--- src/rtl/i281_dmem_preload.sv ---
// ============================================================================
// Module   : i281_dmem_preload
// Purpose  : i281 data memory with preset reset images, two async read ports,
//            one sync CPU write port and a streaming full-array loader.
// Revision : 1.0 - initial release
// ============================================================================
`default_nettype none

module i281_dmem_preload #(
    parameter  int WIDTH = 8,
    parameter  int DEPTH = 16,
    parameter  int IMAGE = 1,
    localparam int AW    = $clog2(DEPTH)
) (
    input  logic                   clock,
    input  logic                   reset,
    input  logic [AW-1:0]          rd_addr_a,
    output logic [WIDTH-1:0]       rd_data_a,
    input  logic [AW-1:0]          rd_addr_b,
    output logic [WIDTH-1:0]       rd_data_b,
    input  logic                   wr_en,
    input  logic [AW-1:0]          wr_addr,
    input  logic [WIDTH-1:0]       wr_data,
    input  logic                   ld_start,
    input  logic                   ld_valid,
    input  logic [WIDTH-1:0]       ld_data,
    output logic                   ld_ready,
    output logic                   ld_busy,
    output logic                   ld_done,
    output logic [AW:0]            ld_count,
    output logic [DEPTH*WIDTH-1:0] mem_flat
);

    localparam logic [AW-1:0] C_LAST_PTR = AW'(DEPTH - 1);
    localparam logic [AW:0]   C_CNT_MAX  = (AW + 1)'(DEPTH);

    typedef enum logic [1:0] {
        S_IDLE = 2'd0,
        S_LOAD = 2'd1,
        S_DONE = 2'd2
    } state_t;

    state_t            state_q, state_d;
    logic [AW-1:0]     ptr_q, ptr_d;
    logic [AW:0]       ld_count_q, ld_count_d;
    logic [WIDTH-1:0]  mem_q [DEPTH];
    logic [WIDTH-1:0]  mem_d [DEPTH];

    // Preset program data; indices past DEPTH are never requested, so
    // oversize entries drop out naturally on small memories.
    function automatic logic [WIDTH-1:0] image_word(input int idx);
        int v;
        v = 0;
        case (IMAGE)
            1: case (idx)
                0: v = 7;  1: v = 6;  2: v = 5;  3: v = 4;  4: v = 3;
                default: v = 0;
            endcase
            2: case (idx)
                0: v = 5;  1: v = 2;  2: v = 7;  3: v = 3;  4: v = 6;
                5: v = 1;  8: v = 8;  9: v = 6;
                default: v = 0;
            endcase
            3: case (idx)
                0: v = 1;  1: v = 2;  2: v = 4;  3: v = 5;  4: v = 7;
                5: v = 8;  6: v = 9;  9: v = 6;  11: v = 5;
                default: v = 0;
            endcase
            default: v = 0;
        endcase
        return WIDTH'(v);
    endfunction

    always_comb begin
        state_d    = state_q;
        ptr_d      = ptr_q;
        ld_count_d = ld_count_q;
        mem_d      = mem_q;
        ld_ready   = 1'b0;
        ld_busy    = 1'b0;
        ld_done    = 1'b0;
        case (state_q)
            S_IDLE: begin
                // A CPU write coinciding with ld_start still commits.
                if (wr_en) begin
                    mem_d[wr_addr] = wr_data;
                end
                if (ld_start) begin
                    state_d    = S_LOAD;
                    ptr_d      = '0;
                    ld_count_d = '0;
                end
            end
            S_LOAD: begin
                ld_ready = 1'b1;
                ld_busy  = 1'b1;
                if (ld_valid) begin
                    mem_d[ptr_q] = ld_data;
                    ptr_d        = ptr_q + AW'(1);
                    if (ld_count_q != C_CNT_MAX) begin
                        ld_count_d = ld_count_q + (AW + 1)'(1);
                    end
                    if (ptr_q == C_LAST_PTR) begin
                        state_d = S_DONE;
                    end
                end
            end
            S_DONE: begin
                ld_busy = 1'b1;
                ld_done = 1'b1;
                state_d = S_IDLE;
            end
            default: begin
                state_d = S_IDLE;
            end
        endcase
    end

    always_ff @(posedge clock or posedge reset) begin
        if (reset) begin
            state_q    <= S_IDLE;
            ptr_q      <= '0;
            ld_count_q <= '0;
            for (int i = 0; i < DEPTH; i++) begin
                mem_q[i] <= image_word(i);
            end
        end else begin
            state_q    <= state_d;
            ptr_q      <= ptr_d;
            ld_count_q <= ld_count_d;
            mem_q      <= mem_d;
        end
    end

    assign rd_data_a = mem_q[rd_addr_a];
    assign rd_data_b = mem_q[rd_addr_b];
    assign ld_count  = ld_count_q;

    generate
        for (genvar i = 0; i < DEPTH; i++) begin : g_flat
            assign mem_flat[i*WIDTH +: WIDTH] = mem_q[i];
        end
    endgenerate

endmodule

`default_nettype wire

--- config.mk ---
export PLATFORM = sky130hd
export DESIGN_NAME = i281_dmem_preload
export DESIGN_NICKNAME = d
export VERILOG_FILES = /design/src/rtl/i281_dmem_preload.sv
export SDC_FILE = /design/constraint.sdc
export NUM_CORES = 1
export LEC_CHECK = 0
export ABC_AREA = 0
export BUFFER_PORTS_ARGS = -buffer_cell sky130_fd_sc_hd__buf_2
export CAP_MARGIN = 10
export CORE_MARGIN = 1.5
export CORE_UTILIZATION = 45
export DETAILED_ROUTE_END_ITERATION = 8
export PLACE_DENSITY = 0.67
export RECOVER_POWER = 50
export REMOVE_ABC_BUFFERS = 1
export SLEW_MARGIN = 15
export SYNTH_ARGS = -nofsm -noshare
export SYNTH_HDL_FRONTEND = slang
export SYNTH_SLANG_ARGS = --single-unit
--- constraint.sdc ---
create_clock -name clock -period 5.49 [get_ports clock]
set_input_delay 0.2745 -clock clock [delete_from_list [all_inputs] [get_ports clock]]
set_output_delay 0.2745 -clock clock [all_outputs]
set_load 0.02 [all_outputs]
# After elaboration in Yosys (flattened, before gate mapping)
# Index checks and enable logic that the tools add are counted.
[op_classes]
addsub = 2
n_lt_le_gt_ge = 6
n_eq_ne = 9
muxes = 29
bitwise_logic = 4
n_reduce_logical = 9
[op_table]
columns = ["operator", "n"]
rows = [
  ["128-bit bitwise mux", 2],
  ["128-bit 2-to-1 mux", 2],
  ["128-bit one-hot mux with 2 select lines", 1],
  ["8-bit binary-select mux with 4-bit select", 2],
  ["8-bit demux with 4-bit select", 2],
  ["8-bit 2-to-1 mux", 6],
  ["5-bit >= comparator (second input constant)", 4],
  ["4-bit inverter with 5-bit output", 4],
  ["5-bit 2-to-1 mux", 3],
  ["5-bit by 1-bit < comparator with 1-bit output (second input constant)", 2],
  ["2-bit inequality test (second input constant)", 5],
  ["5-bit one-hot mux with 2 select lines", 1],
  ["3-bit AND reduction", 3],
  ["4-bit 2-to-1 mux", 2],
  ["4-bit one-hot mux with 2 select lines", 1],
  ["2-bit 2-to-1 mux", 3],
  ["5-bit by 1-bit adder with 5-bit output (second input constant)", 1],
  ["5-bit inequality test (second input constant)", 1],
  ["4-bit by 1-bit adder with 4-bit output (second input constant)", 1],
  ["4-bit == test (second input constant)", 1],
  ["2-bit one-hot mux with 2 select lines", 1],
  ["4-bit AND reduction", 1],
  ["1-bit 2-to-1 mux", 3],
  ["2-bit by 1-bit == test with 1-bit output (second input constant)", 1],
  ["other kinds (5)", 6],
]
[totals]
ff_bits = 139
input_bits = 33
out_inout_bits = 152
elab_cells = 78

# Longest topological paths before layout
# Gate-level depths: netlist of the first run.
[depth]
ltp_word = 8
mapped_depth = 9
depth_no_buf = 6

# Worst setup path before layout of the first run
# Ideal clock, no wire load.
[synth_path]
path_kind = "register to register"
start = "reg ptr_q[0]"
end = "reg mem_q, in the netlist mem_flat[3]"
setup_ps = 125
arrival_ps = 2126
required_ps = 5365
path_slack_ps = 3239
path_stages_with_launch = 8
period_less_slack_ps = 2251
cell_sequence = "dfrtp_1 > inv_1 > ha_1 > or3b_2 > clkbuf_1 > mux2_4 > nor2_8 > mux2_4"
[synth_via]
elab_chain_cells = 8
elab_cells_between_ends = 9
[synth_lines]
columns = ["item", "line", "text"]
rows = [
  ["start, declared", "44", "logic [AW-1:0] ptr_q, ptr_d;"],
  ["start signal, assigned", "129", "ptr_q <= ptr_d;"],
  ["4-bit inverter with 5-bit output (implied by the code) (*)", "98", "mem_d[ptr_q] = ld_data;"],
  ["5-bit >= comparator (implied by the code) or 5-bit by 1-bit < comparator with 1-bit output (tied branches)", "98", ""],
  ["1-bit logical AND (implied by the code)", "98", ""],
  ["8-bit 2-to-1 mux (implied by the code)", "98", ""],
  ["8-bit demux with 4-bit select (*)", "98", ""],
  ["128-bit bitwise mux (*)", "98", ""],
  ["128-bit 2-to-1 mux (*)", "97", "if (ld_valid) begin"],
  ["128-bit one-hot mux with 2 select lines (*)", "82", "case (state_q)"],
  ["end signal, assigned by index", "125", "mem_q[i] <= image_word(i);"],
  ["end signal, assigned", "131", "mem_q <= mem_d;"],
  ["end, declared", "46", "logic [WIDTH-1:0] mem_q [DEPTH];"],
]
# Every way passes the cells marked *; elsewhere a longest branch is shown, timed or not. The select of a mux whose other input is x is not followed.
# A chain may end at the register's enable or synchronous reset.

==> results of run 1 <==
flip-flops by register name, summed over array words and instances, names as in the netlist:
register	count
mem_flat	128
ld_count	5
ptr_q	4
state_q	2
what timing repair did:
item                                   4_1_cts  5_1_grt
endpoints found under the hold margin        3        0
hold buffers                                 1        0
buffers inserted                             0        0
placed cells by master (no fill, tap or decap), drive strengths merged, types with 5 or more instances in the layout:
master,count
clkbuf,156
dfstp,10
nand3b,8
o22ai,129
a31oi,5
mux2,133
a22oi,32
nor2,34
buf,53
nand4bb,6
nand3,8
nand2,43
nand4b,5
mux4,64
dfrtp,129
inv,10
ha,10
o21ai,17
power groups by stage:
stage          clock (mW)  sequential, mW  combinational (mW)
3_3_place_gp            0            1.39                1.60
3_5_place_dp            0            1.40                1.61
2_1_floorplan           0            1.52               0.920
6_report             1.24            1.39                1.62
5_1_grt              1.29            1.42                1.69
4_1_cts              1.25            1.39                1.63
through the flow:
step	hold WS, ns	power [mW]
2_1_floorplan	0.469	2.44
3_3_place_gp	0.446	2.99
3_5_place_dp	0.443	3.01
4_1_cts	0.191	4.26
5_1_grt	0.228	4.40
6_report	0.192	4.26
cells in the mapped netlist (3+ instances only):
library cell,n
dfrtp_1,129
o22ai_1,129
mux2_2,94
mux4_2,64
nand2_1,43
mux2_4,35
a22oi_1,32
buf_2,31
clkbuf_1,28
nor2_1,28
o21ai_2,11
dfstp_2,10
ha_1,10
inv_1,10
nand3_1,8
nand3b_1,8
nand4bb_1,6
a31oi_1,5
buf_1,5
nand4b_1,5
o21ai_0,5
and2_1,4
mux2_1,4
nor2b_1,4
or4b_1,4
buf_4,3
nand2b_1,3
nand4_1,3
nor2_8,3
or3b_1,3
worst paths after layout:
kind	slack, ns	depth (start not counted)	start	to
max	2.13	4	reset	mem_flat[28]
min	0.19	3	ld_valid	state_q[1]
max reg2reg	2.27	7	state_q[1]	mem_flat[64]
min reg2reg	0.56	1	mem_flat[93]	mem_flat[93]
max in group clock	2.27	7	state_q[1]	mem_flat[64]
min in group asynchronous	1.40	3	reset	mem_flat[68]
cells by family after synthesis:
| group | count (synthesis) | synth area share |
|---|---|---|
| xor+xnor | 1 | 0.000962 |
| buf+inv | 78 | 0.0378 |
| simple gates | 130 | 0.0835 |
| mux | 198 | 0.338 |
| compound gates | 192 | 0.143 |
| flops | 139 | 0.383 |
| fa+ha+maj | 10 | 0.0137 |
worst min-delay path, cell delays in order:
cell and delay [ns]:
buf_2 0.13, a31oi_1 0.13, a31oi_1 0.05
metal layers:
layer | share of wire | global-route usage | wire [um]
met2 | 0.45 | 0.427 | 14100
met1 | 0.40 | 0.410 | 12600
met4 | 0.044 | 0.151 | 1360
met5 | 0 | 0 | 0
met3 | 0.10 | 0.0739 | 3190
area by class of cell:
type                    instances  area (um^2)
well taps                     265          332
repair buffers                189          792
clock inverters                11          166
multi-input cells             531         5280
flip-flops and latches        139         3490
inverters                      10         38.8
fillers                      1825         9100
clock buffers                  21          460
==> impl_metrics.py, run 1 <==
metrics = {
    "sta": {
        "timing.final.crit_share": 0.613,
        "clock_skew_ns": 0.00526,
        "worst_slew_pin_slew_ns": 3.51,
        "setup_viol": 0,
        "rsz0062_at_grt": "false",
        "hold_violations": 0,
        "min_period_ns": 3.36,
        "slew_headroom": -1.35,
        "timing.setup.tns_ns": 0,
        "fmax_ghz": 0.297,
        "worst_slack_ns": 2.13,
        "finalMaxSlewViolations": 77,
    },
    "power": {
        "p_leak_nw": 4.52,
        "p_sw_mw": 1.73,
        "ir_drop_uv": 556,
        "pwr-share-comb": 0.380,
        "switching_share": 0.405,
        "internal_power_mw": 2.53,
        "p_clk_frac": 0.292,
        "seqPwrFrac": 0.328,
        "power_density_nw_per_um2": 403,
    },
    "detailed_routing": {
        "vias": 7828,
        "firstDrtPassIters": 5,
        "ant_nets": 0,
        "wire_per_inst_um": 26.8,
        "viasPerCell": 6.71,
        "drt_iter0_drc": 1101,
        "wl_um": 31300,
        "route.detailed.drc": 0,
    },
    "global_route": {
        "grt_pass1_vias": 7512,
        "grt_use_total": 0.295,
        "grt_max_degree": 77,
        "grt-ovfl-total": 0,
        "grt_antenna_before_repair": 0,
        "grt_pass1_wl_um": 46700,
    },
    "synthesis": {
        "synth_area_um2": 9110,
        "synth_edf_count": 0,
        "synthDistinctLibCells": 49,
        "syn_inst": 748,
        "synth_seq_area_share": 0.383,
        "synth_seq_cells": 139,
        "ys_async_sr_fraction": 1.00,
        "synth_area_leader_cell": "dfrtp_1",
        "yosysWarningCount": 0,
        "synthTopCellsByArea": "dfrtp_1, mux4_2, mux2_2",
        "synth-main-ff-cell": "dfrtp_1",
        "synth_top_area_share": 0.354,
        "syn_area_per_cell_um2": 12.2,
    },
    "critical_path": {
        "cpPeakStageDelay_ns": 1.93,
        "critPathBufInv": 4,
        "path_max_fanout": 76,
        "required_ns": 5.95,
        "critPathLaunchType": "input port",
        "worstPathCellList": "dlygate4sd3_1 > buf_2 > clkinvlp_2 > buf_4",
        "path_class": "in2async",
        "cp_slowest_cell": "clkinvlp_2",
        "crit_family": "buffers and inverters",
        "cp.arrival_ns": 3.82,
        "endpoint_kind": "async pin",
    },
    "placed_design": {
        "port_buffers": 184,
        "placedCellCount": 1133,
        "pre_cts_ws_ns": 2.42,
        "place_hpwl_um": 21400,
        "place_area_um2": 10100,
        "gp_congestion": 1.08,
    },
    "floorplanning": {
        "core_um2": 19700,
        "row_count": 51,
        "initial_core_util": 0.464,
        "die_x_um": 145,
        "ios": 185,
        "dieArea_um2": 21100,
        "fp.dieH_um": 145,
    },
    "clock_network": {
        "clk_path_buf_depth": 2,
        "cts_tree": "built",
        "cts_buffers": 17,
        "cts_max_level": 4,
        "cts_sinks": 139,
        "clock_tree.root_cell": "clkbuf_16",
        "clock_latency_ns": 0.43,
        "cts-resized-gates": 0,
        "path_clk_slew_ns": 0.06,
    },
    "layout": {
        "finish.instance_area_um2": 10600,
        "insertedDiodeCount": 0,
        "fin_nets": 931,
        "drive_gt1_frac": 0.341,
        "syn_to_final_growth_pct": 15.9,
        "stdcell_count": 1166,
        "fin_util": 0.537,
    },
    "outcome": {
        "violations": "max-capacitance violations, max-slew violations",
        "status": "finished with violations",
    },
    "hold_path": {
        "hp-class": "in2reg",
    },
    "run": {
        "max_cap_viol_count": 1,
    },
}
Power figures use the tool's default switching activity.
==> run 2: changes to the inputs <==
--- a/config.mk
+++ b/config.mk
@@ -5,13 +5,13 @@
 export SDC_FILE = /design/constraint.sdc
 export NUM_CORES = 1
 export LEC_CHECK = 0
-export ABC_AREA = 0
+export ABC_AREA = 1
 export BUFFER_PORTS_ARGS = -buffer_cell sky130_fd_sc_hd__buf_2
 export CAP_MARGIN = 10
 export CORE_MARGIN = 1.5
 export CORE_UTILIZATION = 45
 export DETAILED_ROUTE_END_ITERATION = 8
-export PLACE_DENSITY = 0.67
+export PLACE_DENSITY = 0.66
 export RECOVER_POWER = 50
 export REMOVE_ABC_BUFFERS = 1
 export SLEW_MARGIN = 15
==> constraint.sdc (replaced) <==
create_clock -name clock -period 3.1 [get_ports clock]
set_input_delay 0.155 -clock clock [delete_from_list [all_inputs] [get_ports clock]]
set_output_delay 0.155 -clock clock [all_outputs]
set_load 0.02 [all_outputs]
==> run 2 against run 1 <==
Effect of this change:
- the run still ends with max-capacitance violations, max-slew violations left
- clock skew grew 0.0060 ns
- core utilization shrank 0.51 points
- die area grew 18%
- total power grew 140%
- worst setup slack lost 1.5 ns
==> impl_metrics.py, run 2 <==
metrics = {
    "clock_network": {
        "clock_latency_ns": 0.44,
        "cts_buffers": 17,
        "path_clk_slew_ns": 0.07,
        "postCtsSetupBuffers": 0,
        "cts_sinks": 139,
        "clock_tree.root_cell": "clkbuf_16",
        "clk_path_buf_depth": 2,
        "cts_max_level": 4,
        "cts_tree": "built",
    },
    "placed_design": {
        "place_hpwl_um": 34900,
        "port_buffers": 184,
        "pre_cts_ws_ns": 0.702,
        "gp_congestion": 0.984,
    },
    "power": {
        "fin_total_pwr_mw": 10.0,
        "ir_drop_uv": 686,
        "p_leak_nw": 6.94,
        "power_density_nw_per_um2": 802,
    },
    "critical_path": {
        "critPathLaunchType": "flip-flop",
        "required_ns": 3.48,
        "ff2ff_path_depth": 9,
        "rr_endpoint": "mem_flat[74]",
        "endpoint_kind": "flip-flop",
        "crit_path_frequent_cell": "nand2_1",
        "cpPeakStageDelay_ns": 0.67,
        "path_max_fanout": 22,
        "rrSetupSlack_ns": 0.58,
        "cp_slowest_cell": "inv_1",
        "path_class": "reg2reg",
        "crit_family": "buffers and inverters",
        "critPathBufInv": 3,
        "reg2reg_from": "state_q[1]",
        "worstPathCellList": "inv_1 > ha_2 > buf_4 > nand2_1 > inv_1 > nand2_1 > nand2_1 > nand3_1 > nand2_1",
        "cp.arrival_ns": 2.90,
    },
    "layout": {
        "drive_gt1_frac": 0.122,
        "fillerInstances": 2533,
        "layout_common_cells": "nand2_1, nand3_1, inv_1",
        "syn_to_final_growth_pct": 15.9,
        "layout_commonest_cell": "nand2_1",
        "largest_register_ffs": 128,
        "multi_input_comb_area_um2": 6240,
        "fin_util": 0.532,
        "fin_nets": 1996,
        "insertedDiodeCount": 0,
        "regArea_um2": 3490,
    },
    "sta": {
        "fmax_ghz": 0.397,
        "finalMaxSlewViolations": 44,
        "whs_ns": 0.254,
        "worst_slack_ns": 0.580,
        "hold_violations": 0,
        "setup_viol": 0,
        "slew_headroom": -0.423,
        "worst_slew_pin_slew_ns": 2.12,
        "min_period_ns": 2.52,
        "rsz0062_at_grt": "false",
        "clock_skew_ns": 0.0113,
        "timing.final.crit_share": 0.813,
        "timing.setup.tns_ns": 0,
    },
    "floorplanning": {
        "dieArea_um2": 25000,
        "die_x_um": 158,
        "row_count": 56,
        "fp.dieH_um": 158,
        "initial_core_util": 0.459,
        "core_um2": 23500,
        "ios": 185,
    },
    "global_route": {
        "grt_antenna_before_repair": 0,
        "grt_pass1_vias": 11700,
        "grt-ovfl-total": 0,
        "grt_pass1_wl_um": 72400,
        "grt_max_degree": 65,
        "grt_use_total": 0.397,
    },
    "outcome": {
        "status": "finished with violations",
        "violations": "max-capacitance violations, max-slew violations",
    },
    "synthesis": {
        "synth_edf_count": 0,
        "synthTopCellsByArea": "dfrtp_1, nand2_1, nand3_1",
        "synthDistinctLibCells": 27,
        "synth_area_leader_cell": "dfrtp_1",
        "synth_area_um2": 10800,
        "yosys-top-cells-count": "nand2_1, nand3_1, inv_1, dfrtp_1, o21ai_0",
        "synth-main-ff-cell": "dfrtp_1",
        "syn_area_per_cell_um2": 6.04,
        "synth_seq_area_share": 0.323,
        "yosysWarningCount": 0,
        "synth_top_area_share": 0.299,
        "synth_seq_cells": 139,
        "syn_inst": 1788,
        "ys_async_sr_fraction": 1.00,
        "synth.most_common_cell": "nand2_1",
    },
    "run": {
        "max_cap_viol_count": 1,
    },
    "hold_path": {
        "hold_depth": 7,
        "hold_start": "ld_start",
        "hp-class": "in2reg",
        "min_to": "ptr_q[1]",
    },
    "detailed_routing": {
        "ant_nets": 0,
        "viasPerCell": 5.73,
        "route.detailed.drc": 0,
        "wire_per_inst_um": 21.6,
        "vias": 13100,
        "wl_um": 49400,
        "drt_iter0_drc": 1535,
        "firstDrtPassIters": 6,
    },
}
[run 2: area by class of cell]
cell class              instances  share of cell area
inverters                     198              0.0594
repair buffers                216              0.0852
clock buffers                  19              0.0362
multi-input cells            1381               0.498
clock inverters                13              0.0105
flip-flops and latches        139               0.279
well taps                     319              0.0319
[run 2: kinds of logic (layout without fill, tap and decap cells)]
kind of cell	count (synthesis)	count (layout)	share of synthesized area
DFF	139	139	0.323
xor gates and xnor gates	2	2	0.00162
buffers and inverters	268	446	0.0999
adders and majority gates	10	10	0.0116
and+or+nand+nor	1264	1264	0.501
AOI/OAI and AO/OA	105	105	0.0631
[run 2: metal layers]
layer,GRT usage,routed length (um),up-vias
met1,0.550,20100,6087
met4,0.211,2700,0
met2,0.586,21400,875
met3,0.0736,5170,155
met5,0,0,-
li1,-,-,5981
[run 2: how the worst max path moves through the flow]
| stage | startpoint | end | cells past startpoint |
|---|---|---|---|
| 4_1_cts | state_q[1] | mem_flat[74] | 9 |
| 2_1_floorplan | state_q[1] | mem_flat[11] | 9 |
| 5_1_grt | reset | mem_flat[43] | 4 |
| 3_5_place_dp | state_q[1] | mem_flat[74] | 9 |
| 6_report | state_q[1] | mem_flat[74] | 9 |
| 3_3_place_gp | state_q[1] | mem_flat[74] | 9 |
[run 2: repair_timing]
| action | in CTS | in global routing |
|---|---|---|
| endpoints found under the hold margin | 40 | 0 |
| hold buffers | 1 | 0 |
| resized for setup | 0 | 0 |
[run 2: worst register-to-register path, delay by kind of cell, from the launching register on]
kind	cells	cell delay (ns)
DFF	1	0.40
and+or+nand+nor	5	0.67
buffers and inverters	3	1.12
adders and majority gates	1	0.27
[run 2: through the flow]
stage          cells  area, um^2
2_1_floorplan   1718       10500
4_1_cts         2285       12600
5_1_grt         2285       12500
6_report        2285       12500
3_5_place_dp    2252       12100
3_3_place_gp    2252       12100
[run 2: power breakdown]
group	switching, mW	leakage, nW	internal (mW)
clock network	0.972	0.278	1.17
logic	4.00	4.77	1.24
registers	0.436	1.89	2.24
total	5.41	6.94	4.64
